==> config.mk <==
export PLATFORM = sky130hd
export DESIGN_NAME = comparator_serial_nbit
export DESIGN_NICKNAME = d
export VERILOG_FILES = /design/src/rtl/comparator_pkg.sv /design/src/rtl/comparator_1bit.sv /design/src/rtl/comparator_serial_nbit.sv
export SDC_FILE = /design/constraint.sdc
export NUM_CORES = 1
export LEC_CHECK = 0
export ABC_AREA = 1
export CAP_MARGIN = 20
export CORE_UTILIZATION = 54
export DETAILED_ROUTE_END_ITERATION = 16
export HOLD_SLACK_MARGIN = 0.05
export PLACE_DENSITY = 0.83
export SLEW_MARGIN = 20
export SYNTH_ARGS = -nofsm -noshare
export SYNTH_HDL_FRONTEND = slang
export SYNTH_SLANG_ARGS = --single-unit
==> constraint.sdc <==
create_clock -name clk -period 4.4 [get_ports clk]
set_input_delay 0.88 -clock clk [delete_from_list [all_inputs] [get_ports clk]]
set_output_delay 0.88 -clock clk [all_outputs]
set_load 0.05 [all_outputs]
==> src/rtl/comparator_pkg.sv <==
// rtl/comparator_pkg.sv - shared types and sizing helpers for the serial magnitude comparator
package comparator_pkg;

    localparam int DEFAULT_WIDTH = 8;

    typedef enum logic [1:0] {
        IDLE,
        SCAN,
        DONE
    } cmp_state_t;

    typedef struct packed {
        logic eq;
        logic gt;
        logic lt;
    } cmp_result_t;

    // Counter and bits_used share one width so both can hold the value WIDTH.
    function automatic int cnt_width(input int width);
        return $clog2(width + 1);
    endfunction

endpackage

==> src/rtl/comparator_1bit.sv <==
// rtl/comparator_1bit.sv - single-bit magnitude comparator cell
module comparator_1bit (
    input  logic a_i,
    input  logic b_i,
    output logic eq_o,
    output logic gt_o,
    output logic lt_o
);

    assign eq_o = ~(a_i ^ b_i);
    assign gt_o = a_i & ~b_i;
    assign lt_o = ~a_i & b_i;

endmodule

==> src/rtl/comparator_serial_nbit.sv <==
// rtl/comparator_serial_nbit.sv - bit-serial MSB-first N-bit magnitude comparator with valid/ready handshakes
module comparator_serial_nbit
    import comparator_pkg::*;
#(
    parameter int WIDTH = DEFAULT_WIDTH
) (
    input  logic                                  clk,
    input  logic                                  rst,
    input  logic                                  in_valid,
    output logic                                  in_ready,
    input  logic [WIDTH-1:0]                      A,
    input  logic [WIDTH-1:0]                      B,
    output logic                                  out_valid,
    input  logic                                  out_ready,
    output logic                                  A_eq_B,
    output logic                                  A_gt_B,
    output logic                                  A_lt_B,
    output logic [comparator_pkg::cnt_width(WIDTH)-1:0] bits_used
);

    localparam int CW = cnt_width(WIDTH);

    cmp_state_t        state_q;
    logic [WIDTH-1:0]  a_q;
    logic [WIDTH-1:0]  b_q;
    logic [CW-1:0]     cnt_q;
    logic [CW-1:0]     bits_q;
    cmp_result_t       res_q;

    logic bit_eq;
    logic bit_gt;
    logic bit_lt;

    comparator_1bit u_bit (
        .a_i  (a_q[WIDTH-1]),
        .b_i  (b_q[WIDTH-1]),
        .eq_o (bit_eq),
        .gt_o (bit_gt),
        .lt_o (bit_lt)
    );

    always_ff @(posedge clk) begin
        if (rst) begin
            state_q <= IDLE;
            a_q     <= '0;
            b_q     <= '0;
            cnt_q   <= '0;
            bits_q  <= '0;
            res_q   <= '0;
        end else begin
            case (state_q)
                IDLE: begin
                    if (in_valid) begin
                        a_q     <= A;
                        b_q     <= B;
                        cnt_q   <= CW'(WIDTH - 1);
                        bits_q  <= '0;
                        res_q   <= '0;
                        state_q <= SCAN;
                    end
                end
                SCAN: begin
                    // First differing bit decides; counter holds the bits still unexamined.
                    if (bit_gt || bit_lt) begin
                        res_q   <= '{eq: 1'b0, gt: bit_gt, lt: bit_lt};
                        bits_q  <= CW'(WIDTH) - cnt_q;
                        state_q <= DONE;
                    end else if (bit_eq && cnt_q == '0) begin
                        res_q   <= '{eq: 1'b1, gt: 1'b0, lt: 1'b0};
                        bits_q  <= CW'(WIDTH);
                        state_q <= DONE;
                    end else begin
                        a_q   <= a_q << 1;
                        b_q   <= b_q << 1;
                        cnt_q <= cnt_q - CW'(1);
                    end
                end
                DONE: begin
                    if (out_ready) begin
                        state_q <= IDLE;
                    end
                end
                default: state_q <= IDLE;
            endcase
        end
    end

    assign in_ready  = (state_q == IDLE) && !rst;
    assign out_valid = (state_q == DONE);
    assign A_eq_B    = res_q.eq;
    assign A_gt_B    = res_q.gt;
    assign A_lt_B    = res_q.lt;
    assign bits_used = bits_q;

endmodule
; ---- Word level (Yosys, flattened, before mapping)
; Index checks and enable logic that the tools add are counted.
[classes]
n_addsub = 2
multipliers = 0
div = 0
order_cmp = 0
n_eq_ne = 7
shifts = 0
mux = 25
n_bitwise = 6
reduce_logical = 10
[ops]
columns = operator, count
row1 = $mux W8, 6
row2 = $pmux W8 S2, 2
row3 = $mux W4, 6
row4 = $pmux W4 S2, 2
row5 = $mux W3, 3
row6 = $mux W2, 4
row7 = $ne A2 B2 Y1 const B, 3
row8 = $pmux W2 S3, 1
row9 = $pmux W3 S2, 1
row10 = $reduce_and A3 Y1, 2
row11 = $logic_not A4 Y1, 1
row12 = $reduce_and A4 Y1, 1
row13 = $sub A4 B1 Y4 const B, 1
row14 = $sub A4 B4 Y4 const A, 1
row15 = $ne A3 B3 Y1 const B, 1
row16 = $not A1 Y1, 3
row17 = $and A1 B1 Y1, 2
row18 = $eq A2 B1 Y1 const B, 1
row19 = $eq A2 B2 Y1 const B, 1
row20 = $logic_and A1 B1 Y1, 2
row21 = $logic_not A2 Y1, 1
row22 = $ne A2 B1 Y1 const B, 1
row23 = $reduce_bool A2 Y1, 1
row24 = $logic_not A1 Y1, 1
row25 = 2 further kinds, 2
[word_totals]
reg_bits = 29
latch_bits = 0
mem_bits_rw = 0
rom_bits = 0
out_inout_bits = 9
word_cells = 58
mem_count = 0

; ---- Depth between registers and ports, before layout
; Gate-level depths: netlist of the first run.
[depth]
word_depth = 6
ltp_mapped = 10
depth_no_buf = 9

; ---- Cells and area by module
; Synthesis of the first run repeated with hierarchy kept, for this count alone.
[hier_totals]
cells_unflattened = 256
area_unflattened_um2 = 1641.6
[modules_own_cells]
columns = mod, instances, cells_per_inst, area_each_um2
row1 = comparator_serial_nbit, 1, 252, 1609.0
row2 = comparator_1bit, 1, 4, 32.5

; ---- Worst setup path before layout of the first run
; OpenSTA, ideal clock, no wires.
[synth_timing]
path_kind = in2out
start = input port rst
end = output port in_ready
t_arrival_ns = 1.734
required_time_ns = 3.520
slack_ns = 1.786
cell_stages = 2
path_buffers = 1
path_cell_list = clkbuf_1 -> nor2_1
[synth_between]
elab_chain_cells = 2
[synth_lines]
columns = item, line_no
row1 = "start, declared", comparator_serial_nbit.sv:8  ; input logic rst,
row2 = $logic_not A1 Y1, comparator_serial_nbit.sv:88  ; assign in_ready = (state_q == IDLE) && !rst;
row3 = $logic_and A1 B1 Y1, comparator_serial_nbit.sv:88
row4 = "end, declared", comparator_serial_nbit.sv:10  ; output logic in_ready,
; No other way between the ends.

; ---- Worst setup path after layout of the first run
; Ends and elaborated chain as after synthesis.

==> impl_metrics.tcl, run 1 <==
set metrics [dict create \
    grt_pass1_vias 1219 \
    cp_common_cell "clkdlybuf4s50_1" \
    start_util_pct 58.2 \
    chipHeight_um 54.2 \
    wirelength_um 3120 \
    numCtsBuffers 5 \
    fmax_mhz 294 \
    relSlewSlack_pct 61.3 \
    drv_slew 0 \
    critPathCaptureType "output port" \
    rsz0062_at_grt "false" \
    critPathArrivalTime_ns 2.52 \
    ys_warn_count 0 \
    tns_ns 0 \
    tritoncts "yes" \
    pwr-share-comb_pct 45.0 \
    core_area_mm2 0.00252 \
    max_stage_delay_ns 0.82 \
    cp_cell_sequence "clkdlybuf4s50_1, nor2_1, clkdlybuf4s50_1" \
    finalHoldViolCount 0 \
    h-tree-depth 2 \
    place_congestion 0.826 \
    holdPathEnd "A_eq_B" \
    ir_worst_vdd_mv 0.365 \
    netlist_instances 227 \
    grt_max_degree 31 \
    rrSetupSlack_ns 2.43 \
    port-buffer-count 28 \
    hold_path_class "flip-flop to flip-flop" \
    grt_pass1_wl_um 5090 \
    rows 18 \
    critPathLaunchType "input pin" \
    viasPerCell 5.18 \
    switchingPower_uw 395 \
    cp_slowest_cell "clkdlybuf4s50_1" \
    rr_startpoint "state_q[1]" \
    wl_per_cell_um 11.0 \
    dp_hpwl_um 2100 \
    dp_cells 276 \
    die_area_mm2 0.00293 \
    synth_cell_types 19 \
    powerDensity_mw_per_mm2 517 \
    min-delay-start "A_eq_B" \
    drtIter0Drc 21 \
    pwr-share-seq_pct 38.1 \
    cts_resized 0 \
    fill_cells 234 \
    grt_overflow_total 0 \
    p_clk_share_pct 16.9 \
    syn-num-nets 250 \
    ys_ff_latch 29 \
    via_count 1470 \
    tightest_slew_ns 0.577 \
    antenna_found_initial 0 \
    drv_cap 0 \
    diodes 0 \
    route.detailed.drc 0 \
    critPathKind "input pin to output port" \
    multi_input_area_um2 733 \
    hold_depth 2 \
    cts_buffer_depth 2 \
    power.leakage_nw 0.830 \
    period_share_pct 77.4 \
    die_width_um 54.2 \
    register_area_um2 581 \
    clock-sinks 29 \
    cts-root-buf "clkbuf_4" \
    io_pins 29 \
    post_cts.repair.setup_buffers 0 \
    ant_nets 0 \
    final-instance-count-excl-fill 284 \
    dr.pass1.iters 4 \
    finalSetupViolations 0 \
    r2r_cells 8 \
    synth_area_mm2 0.00147 \
    r2r_end "b_q[7]" \
    clk_pin_slew_ns 0.09 \
    synth.avg_cell_area_um2 6.47 \
    total_power_uw 923 \
    clk_latency_ns 0.34 \
    cp.required_ns 3.52 \
    outcome "complete, no violations" \
    swShare_pct 42.9 \
    critPathMaxFanout 12 \
    yosysSeqAreaShare_pct 39.5 \
    p_int_uw 527 \
    grt_usage_pct 24.9 \
    areaGrowthSynthToFinish_pct 21.5 \
    holdBufCountCts 0 \
    fin_crit_ns 3.40 \
    fin_worst_skew_ns 0.0142 \
    drive_gt1_share_pct 5.91 \
    layout.nets 276 \
]
stage by stage:
| stage | worst slack, ns | util, % | hold WS (ns) | cell area, um^2 |
|---|---|---|---|---|
| after global placement | 0.993 | 68.7 | 0.456 | 1730 |
| after detailed placement | 1.01 | 68.7 | 0.454 | 1730 |
| after CTS | 1.00 | 70.7 | 0.467 | 1780 |
| after global routing | 0.918 | 70.7 | 0.505 | 1780 |
| after floorplan | 1.79 | - | 0.451 | 1470 |
| final | 0.996 | 70.7 | 0.464 | 1780 |
logic make-up (layout without fill, tap and decap cells):
kind of cell	count (synthesis)	count (layout)	share of synthesized area (%)
buffers and inverters	36	63	10.6
AOI/OAI and AO/OA	24	24	8.18
xor gates and xnor gates	1	1	0.596
and+or+nand+nor	134	134	38.6
adders and majority gates	3	3	2.56
DFF	29	29	39.5
worst max-delay path by stage:
stage / start / end / slack [ns] / cells after the start
4_1_cts: rst / in_ready / 1.00 / 3
2_1_floorplan: rst / in_ready / 1.79 / 2
6_report: rst / in_ready / 1.0 / 3
3_5_place_dp: rst / in_ready / 1.01 / 3
5_1_grt: rst / in_ready / 0.92 / 3
3_3_place_gp: rst / in_ready / 0.99 / 3
flip-flops by register name, indices dropped and copies added, names as in the netlist:
register	count
A_eq_B	1
bits_used	4
state_q	2
A_lt_B	1
b_q	8
a_q	8
cnt_q	4
A_gt_B	1
final cells by class:
class / instances / share of cell area, %
Tap cell: 30 / 2.10
Multi-Input combinational cell: 162 / 41.1
Clock buffer: 6 / 2.31
Sequential cell: 29 / 32.5
Timing Repair Buffer: 28 / 15.7
Clock inverter: 2 / 0.561
Inverter: 27 / 5.68
Yosys cell counts (all sizes together):
library cell	n	area, um^2
buf	6	42.5
xnor2	1	8.76
nand2	58	233
dfxtp	29	581
clkbuf	3	11.3
nand4	3	25.0
o21ai	13	65.1
inv	26	97.6
a21oi	11	55.1
ha	3	37.5
nand3	26	130
nor2	47	179
clkinv	1	3.75
power groups by stage:
stage | Sequential [mW] | Combinational (mW) | Clock (mW)
after floorplan | 0.377 | 0.311 | 0
after global placement | 0.355 | 0.406 | 0
after detailed placement | 0.358 | 0.413 | 0
after CTS | 0.352 | 0.416 | 0.156
after global routing | 0.359 | 0.474 | 0.168
final | 0.352 | 0.415 | 0.156
placed cells by master, fill, tap and decap left out:
cell and n:
clkbuf_1 1, clkinv_2 2, nand4_1 2, a21oi_1 11, inv_2 2, dfxtp_1 29, xnor2_1 1, nand2_2 3
inv_1 24, ha_1 3, nand3_1 26, nand2_4 1, o21ai_0 13, nand4_2 1, nor2_2 1, clkbuf_4 5
nor2_1 46, clkdlybuf4s50_1 28, nand2_1 54, clkinv_1 1
per-layer routing:
metal | part of all wire (%) | GRT usage (%) | wire length (um)
met4 | 1.6 | 15.4 | 51
met5 | 0 | 0 | 0
met2 | 47 | 37.8 | 1480
met1 | 46 | 31.4 | 1450
met3 | 4.7 | 5.93 | 148
worst max-delay path, delay by kind of cell:
family        cells  cell delay [ns]
simple gates      1             0.21
buf+inv           2             1.43
Power figures use the tool's default switching activity.
==> run 2: changes to the inputs <==
--- a/config.mk
+++ b/config.mk
@@ -7,10 +7,10 @@
 export LEC_CHECK = 0
 export ABC_AREA = 1
 export CAP_MARGIN = 20
-export CORE_UTILIZATION = 54
+export CORE_UTILIZATION = 50
 export DETAILED_ROUTE_END_ITERATION = 16
 export HOLD_SLACK_MARGIN = 0.05
-export PLACE_DENSITY = 0.83
+export PLACE_DENSITY = 0.78
 export SLEW_MARGIN = 20
 export SYNTH_ARGS = -nofsm -noshare
 export SYNTH_HDL_FRONTEND = slang
==> constraint.sdc (replaced) <==
create_clock -name clk -period 3.4 [get_ports clk]
set_input_delay 0.68 -clock clk [delete_from_list [all_inputs] [get_ports clk]]
set_output_delay 0.68 -clock clk [all_outputs]
set_load 0.05 [all_outputs]
==> impl_metrics.tcl, run 2 (synthesis gave the netlist of run 1 again) <==
set metrics [dict create \
    outcome "complete, no violations" \
    cts_buffer_depth 2 \
    critPathKind "input pin to output port" \
    clk_latency_ns 0.33 \
    placement.cell_area_mm2 0.00174 \
    numCtsBuffers 5 \
    port-buffer-count 28 \
    start_util_pct 52.8 \
    finalHoldViolCount 0 \
    via_count 1433 \
    rsz0062_at_grt "false" \
    drive_gt1_share_pct 6.67 \
    grt_max_degree 31 \
    period_share_pct 81.3 \
    ant_nets 0 \
    holdWs_ns 0.465 \
    relSlewSlack_pct 63.8 \
    ir_worst_vdd_mv 0.558 \
    holdBufCountCts 0 \
    final_cell_mix "nand2_1, nor2_1, dfxtp_1, clkdlybuf4s50_1, nand3_1" \
    critPathMaxFanout 2 \
    cp_top_family "buffers and inverters" \
    clock-sinks 29 \
    critPathArrivalTime_ns 2.08 \
    tns_ns 0 \
    cp_num_cells 3 \
    cp_common_cell "clkdlybuf4s50_1" \
    layout_commonest_cell "nand2_1" \
    clk_pin_slew_ns 0.09 \
    hold_depth 2 \
    min-delay-start "A_eq_B" \
    holdPathEnd "A_eq_B" \
    h-tree-depth 2 \
    reg_top3 "a_q x8, b_q x8" \
    io_pins 29 \
    max_stage_delay_ns 0.82 \
    antenna_found_initial 0 \
    tritoncts "yes" \
    total_power_mw 1.30 \
    die_area_mm2 0.00316 \
    cp_cell_sequence "clkdlybuf4s50_1, nor2_1, clkdlybuf4s50_1" \
    path_buf_inv 2 \
    hold_path_class "flip-flop to flip-flop" \
    post_cts.repair.setup_buffers 0 \
    critPathCaptureType "output port" \
    rrSetupSlack_ns 1.42 \
    drv_slew 0 \
    fin_crit_ns 2.76 \
    areaGrowthSynthToFinish_pct 24.6 \
    grt_overflow_total 0 \
    drtIter0Drc 38 \
    critPathLaunchType "input pin" \
    r2r_end "b_q[7]" \
    die_width_um 56.2 \
    dr.pass1.iters 4 \
    cp.required_ns 2.72 \
    final-instance-count-excl-fill 286 \
    stdcell_area_mm2 0.00183 \
    fin_worst_skew_ns 0.0158 \
    core_area_mm2 0.00278 \
    rr_startpoint "state_q[1]" \
    dp_hpwl_um 2090 \
    grt_pass1_vias 1230 \
    powerDensity_mw_per_mm2 708 \
    power.leakage_nw 0.847 \
    dp_cells 278 \
    grt_usage_pct 21.7 \
    viasPerCell 5.01 \
    tightest_slew_ns 0.540 \
    cts_resized 0 \
    diodes 0 \
    drv_cap 0 \
    finalSetupViolations 0 \
    route.detailed.drc 0 \
    grt_pass1_wl_um 5320 \
    cts-root-buf "clkbuf_4" \
    wirelength_um 3150 \
    r2r_cells 8 \
    rows 19 \
    chipHeight_um 56.2 \
    fmax_mhz 362 \
    place_congestion 0.764 \
    wl_per_cell_um 11.0 \
    layout.nets 277 \
    cp_slowest_cell "clkdlybuf4s50_1" \
]
[run 2: cell count changes in the layout (fill, tap and decap cells not counted), sizes merged]
cell | previous run | this run
clkinv | 3 | 1
buf | 0 | 1
bufinv | 0 | 1
clkinvlp | 0 | 1
[run 2: area by class of cell]
cell class                      count  area (um^2)
Clock buffer                        6         51.3
Tap cell                           31         38.8
Multi-Input combinational cell    162          733
Timing Repair Buffer               29          288
Sequential cell                    29          581
Inverter                           27          101
Fill cell                         247          951
Clock inverter                      2         37.5
[run 2: metrics by stage]
| step | setup WS [ns] | utilization [%] |
|---|---|---|
| 2_1_floorplan | 1.19 | - |
| 3_3_place_gp | 0.632 | 62.6 |
| 3_5_place_dp | 0.645 | 62.6 |
| 4_1_cts | 0.642 | 65.8 |
| 5_1_grt | 0.636 | 65.8 |
| 6_report | 0.636 | 65.8 |
[run 2: worst max path at each step]
stage / start / endpoint / slack (ns)
after floorplan: rst / in_ready / 1.19
after global placement: rst / in_ready / 0.63
after detailed placement: rst / in_ready / 0.65
after CTS: rst / in_ready / 0.64
after global routing: rst / in_ready / 0.64
final: rst / in_ready / 0.64
[run 2: where the power goes]
group          leakage, nW  internal [mW]  switching (mW)
Sequential           0.239          0.419          0.0350
Clock               0.0445          0.175           0.127
Combinational        0.564          0.185           0.355
[run 2: per-layer routing]
metal  wire [um]  up-vias  global-route usage (%)
li1            -      763                       -
met1        1570      621                    29.1
met2        1370       37                    33.5
met3         146       12                    5.12
met4          68        0                    9.06
met5           0        -                       0
[run 2: worst reg2reg max path: stages, from the launching register on]
cell	delay, ns
dfxtp_1	0.33
inv_2	0.12
nand2_2	0.32
nor2_2	0.23
nand2_2	0.32
nand2_2	0.22
nand2_4	0.14
nor2_1	0.15
nor2_1	0.06
==> run 3: changes to the inputs <==
==> constraint.sdc (replaced) <==
create_clock -name clk -period 2.7 [get_ports clk]
set_input_delay 0.54 -clock clk [delete_from_list [all_inputs] [get_ports clk]]
set_output_delay 0.54 -clock clk [all_outputs]
set_load 0.05 [all_outputs]
==> impl_metrics.tcl, run 3 (synthesis gave the netlist of run 1 again) <==
set metrics [dict create \
    grt_usage_pct 22.9 \
    layout_commonest_cell "nand2_1" \
    fin_crit_ns 2.28 \
    r2r_end "A_gt_B" \
    drive_gt1_share_pct 7.78 \
    fmax_mhz 439 \
    start_util_pct 52.8 \
    grt_overflow_total 0 \
    ir_worst_vdd_mv 0.669 \
    r2r_cells 8 \
    total_power_mw 1.58 \
    use_met1_pct 27.4 \
    areaGrowthSynthToFinish_pct 25.0 \
    critPathCaptureType "output port" \
    drv_slew 0 \
    wirelength_um 3200 \
    place_congestion 0.816 \
    relSlewSlack_pct 65.5 \
    fill_cells 259 \
    drv_cap 0 \
    port-buffer-count 28 \
    cts-root-buf "clkbuf_4" \
    critPathKind "flip-flop to output port" \
    via_count 1464 \
    met2_usage_pct 38.1 \
    tns_ns 0 \
    post_cts.repair.setup_buffers 0 \
    diodes 0 \
    rsz0062_at_grt "false" \
    route.detailed.drc 0 \
    critPathLaunchType "flip-flop" \
    wl_per_cell_um 11.1 \
    ant_nets 0 \
    rows 19 \
    endpoint "out_valid" \
    finalSetupViolations 0 \
    fin_ws_ns 0.423 \
    critPathMaxFanout 8 \
    cp.required_ns 2.16 \
    holdBufCountCts 0 \
    register_area_um2 581 \
    chipHeight_um 56.2 \
    antenna_found_initial 0 \
    min-delay-start "bits_used[2]" \
    final_cell_mix "nand2_1, nor2_1, dfxtp_1, clkdlybuf4s50_1, nand3_1" \
    rrSetupSlack_ns 0.77 \
    tightest_slew_ns 0.516 \
    rr_startpoint "b_q[7]" \
    io_pins 29 \
    clk_latency_ns 0.35 \
    outcome "complete, no violations" \
    numCtsBuffers 5 \
    multi_input_area_um2 733 \
    tritoncts "yes" \
    dp_slack_ns 0.514 \
    die_width_um 56.2 \
    grt_max_degree 30 \
    core_area_mm2 0.00278 \
    period_share_pct 84.3 \
    dr.pass1.iters 4 \
    clk_pin_slew_ns 0.09 \
    dp_hpwl_um 2190 \
    cp-startpoint "state_q[1]" \
    h-tree-depth 2 \
    die_area_mm2 0.00316 \
    critPathArrivalTime_ns 1.74 \
    finalHoldViolCount 0 \
    busiest_layer "met2" \
    clock-sinks 29 \
    layout.nets 279 \
    reg_top3 "a_q x8, b_q x8" \
    grt_pass1_wl_um 5580 \
    placement.cell_area_mm2 0.00177 \
    cts_resized 0 \
    cts_buffer_depth 2 \
    grt_pass1_vias 1356 \
    stdcell_area_mm2 0.00184 \
    grtUsageMet3_pct 4.88 \
    hold_path_class "flip-flop to flip-flop" \
    power.leakage_nw 0.858 \
    powerDensity_mw_per_mm2 858 \
    viasPerCell 5.08 \
    drtIter0Drc 60 \
    fin_worst_skew_ns 0.0116 \
]
## run 3: cell count changes in the layout (fill, tap and decap cells not counted)
cell	before	now
clkbuf_8	1	2
clkdlybuf4s50_1	28	27
clkinvlp_4	1	0
clkinv_2	0	1
buf_12	0	1
bufinv_16	1	0
buf_4	1	3
## run 3: worst min path at each step
stage	depth (start not counted)	slack [ns]	end
2_1_floorplan	2	0.45	b_q[0]
3_3_place_gp	2	0.46	bits_used[2]
3_5_place_dp	2	0.46	A_gt_B
4_1_cts	2	0.48	bits_used[2]
5_1_grt	2	0.50	bits_used[2]
6_report	2	0.47	bits_used[2]
## run 3: per-stage QoR
stage,hold WS [ns],utilization [%],std cells
global route,0.499,66.0,288
finish,0.471,66.0,288
floorplan,0.451,-,227
detailed placement,0.462,63.5,280
CTS,0.477,66.0,288
global placement,0.457,63.5,280
## run 3: final cells by class
type / instances / share of cell area [%]
Sequential cell: 29 / 31.6
Clock inverter: 1 / 0.272
Multi-Input combinational cell: 162 / 39.9
Tap cell: 31 / 2.11
Inverter: 27 / 5.52
Timing Repair Buffer: 31 / 17.0
Clock buffer: 7 / 3.54
## run 3: report_power, final
part	switching (mW)	leakage [nW]	internal, mW	total, mW
Clock	0.162	0.0413	0.151	0.312
Combinational	0.449	0.578	0.245	0.693
Sequential	0.0433	0.239	0.528	0.571
Total	0.654	0.858	0.923	1.58
## run 3: critical path, cell delays in order, from the launching register on
cell             delay, ns
dfxtp_1               0.36
inv_2                 0.08
nor2_1                0.13
clkdlybuf4s50_1       0.82
## run 3: per-layer routing
| metal | vias up | wire, um |
|---|---|---|
| li1 | 770 | - |
| met1 | 646 | 1450 |
| met2 | 40 | 1490 |
| met3 | 8 | 181 |
| met4 | 0 | 80 |
| met5 | - | 0 |
==> patch (config.mk and constraints of run 3) <==
Re-encode `cmp_state_t` (3 states) as one-hot, 3 bits wide.
--- a/src/rtl/comparator_pkg.sv
+++ b/src/rtl/comparator_pkg.sv
@@ -3,10 +3,10 @@
 
     localparam int DEFAULT_WIDTH = 8;
 
-    typedef enum logic [1:0] {
-        IDLE,
-        SCAN,
-        DONE
+    typedef enum logic [2:0] {
+        IDLE = 3'b001,
+        SCAN = 3'b010,
+        DONE = 3'b100
     } cmp_state_t;
 
     typedef struct packed {
Behaviour: same outputs for any inputs over 10 cycles, from zero or initial values and one cycle with rst high; not proved beyond that.
==> patch against run 3 <==
  * Wire length increased by 1.9%
  * Synthesized area increased by 9.1%
  * Worst setup slack got worse by 0.075 ns
  * Combinational power increased by 33%
  * Non-clock buffer count increased by 1
  * Power increased by 23%
  * Sequential cell count increased by 1
  * Via count increased by 6.8%
  * Worst hold slack got worse by 0.0086 ns
  * Cell count increased by 17%
  * First-iteration DRC count decreased by 52%
  * Design area increased by 8.4%
  * Critical endpoint unchanged
  * Highest routed layer unchanged
==> patch: results (changes against run 3) <==
Placed design
  – Post-DP HPWL: 2269 um (+3.8%)
  – Inst Count DP: 328 (+17%)
  – DP Worst Slack: 0.4946 ns (-0.01930 ns)
  – GPL Wtd Cong: 0.7870 (-3.5%)
  – Placed Area: 1913 sq um (+8.3%)

Finish
  – Final #Nets: 314 (+13%)
  – Final cell count without fillers: 336 (+17%)
  – Share of layout cells above drive strength 1: 6.164% (-1.6 points)

Power
  – VDD IR max: 0.3947 mV (-41%)
  – Leak: 1.020 nW (+19%)

Synth
  – Mapped Cells: 264 (+16%)
  – Synth cell types: 20 (+1)
  – Synthesized Nets: 287 (+15%)
  – Post-synth top cells: nand2_1 (97), nor2_1 (50), inv_1 (31)
  – Top post-synthesis cells by area: dfxtp_1 (37%), nand2_1 (23%), nor2_1 (12%)
  – Async SR Flop Fraction: 0% (unchanged)
  – Part of the Yosys area used for sequential elements: 37.47% (-2.1 points)

CTS
  – H-tree depth: 2 (unchanged)
  – CTS root buffer: clkbuf_4
  – Clock slew at reported path FFs: 0.09 ns (about the same)
  – Worst skew pair latency: 0.34 ns

Setup path
  – R2R depth: 9 (+1)
  – Crit-path max FO: 5 (-3)
  – FF-to-FF Start: cnt_q[0]
  – R2R Setup Slk: 0.88 ns (+0.11 ns)
  – RR Endpoint: cnt_q[3]
  – Arrival time worst endpoint: 1.81 ns (+0.07 ns)

Timing
  – Slew margin rel.: 57.51% (-8.0 points)
  – WHS: 0.4621 ns (-0.008633 ns)
  – Skew final: 0.006747 ns (-0.004830 ns)
  – Fmax: 425.3 MHz (-3.2%)

Global route
  – Total GRT Usage: 22.67% (-0.22 points)
  – Initial antenna violation count: 0 (unchanged)
  – First-pass GRT wire length: 5844 um (+4.7%)
  – Largest net degree at the start of global routing: 22 (-27%)
  – Vias in the first global route: 1,321 (-2.6%)

Route
  – First-pass iteration count of the detailed router: 5 (+1)
  – WL final: 3264 um (+1.9%)
  – Vias per inst: 4.655 (-8.4%)
  – First DRT Iteration DRCs: 29 (-52%)

Min path
  – WHS Endpoint: bits_used[0]
  – Worst hold path startpoint: bits_used[0]

Outcome
  – Status: finished, final reports clean
==> patch: cell count changes after synthesis, sizes merged, moves of 2 or more <==
cell	change
o21ai	-12
nor2	+4
a21oi	-4
nand2	+41
buf	+4
inv	+5
nand4	-2
==> patch: critical path, stage by stage (launching register included) <==
cell	delay, ns
dfxtp_1	0.36
nor3_1	0.26
clkdlybuf4s50_1	0.85
==> patch: layout make-up <==
class                   instances  area, sq um
clock buffers                   8        78.83
fillers                       283         1061
inverters                      31        116.4
multi-input cells             191        820.8
flip-flops and latches         30        600.6
well taps                      44        55.05
repair buffers                 32        320.3
==> patch: cells by family (layout without fill, tap and decap cells) <==
logic type / Yosys count / in the layout / synth area share, %
simple gates: 178 / 178 / 44.42
buf+inv: 43 / 71 / 11.32
flops: 30 / 30 / 37.47
compound gates: 9 / 9 / 3.904
fa+ha+maj: 3 / 3 / 2.342
xor+xnor: 1 / 1 / 0.5465
==> patch: routing by layer <==
| layer | track usage (%) | up-vias | wire length (um) |
|---|---|---|---|
| met5 | 0 | - | 0 |
| met2 | 36.45 | 36 | 1526 |
| met3 | 4.615 | 9 | 115 |
| met4 | 12.24 | 0 | 74 |
| li1 | - | 848 | - |
| met1 | 28.61 | 671 | 1547 |
==> patch: worst max path at each step <==
stage	start	end	cells after the start
2_1_floorplan	state_q[0]	out_valid	1
3_3_place_gp	in_valid	cnt_q[3]	8
3_5_place_dp	in_valid	cnt_q[3]	8
4_1_cts	state_q[0]	out_valid	2
5_1_grt	state_q[0]	out_valid	2
6_report	state_q[0]	out_valid	2
==> patch: where the power goes <==
| group | switching, mW | internal [mW] |
|---|---|---|
| Clock | 0.160 | 0.178 |
| Sequential | 0.0887 | 0.597 |
| Combinational | 0.603 | 0.317 |
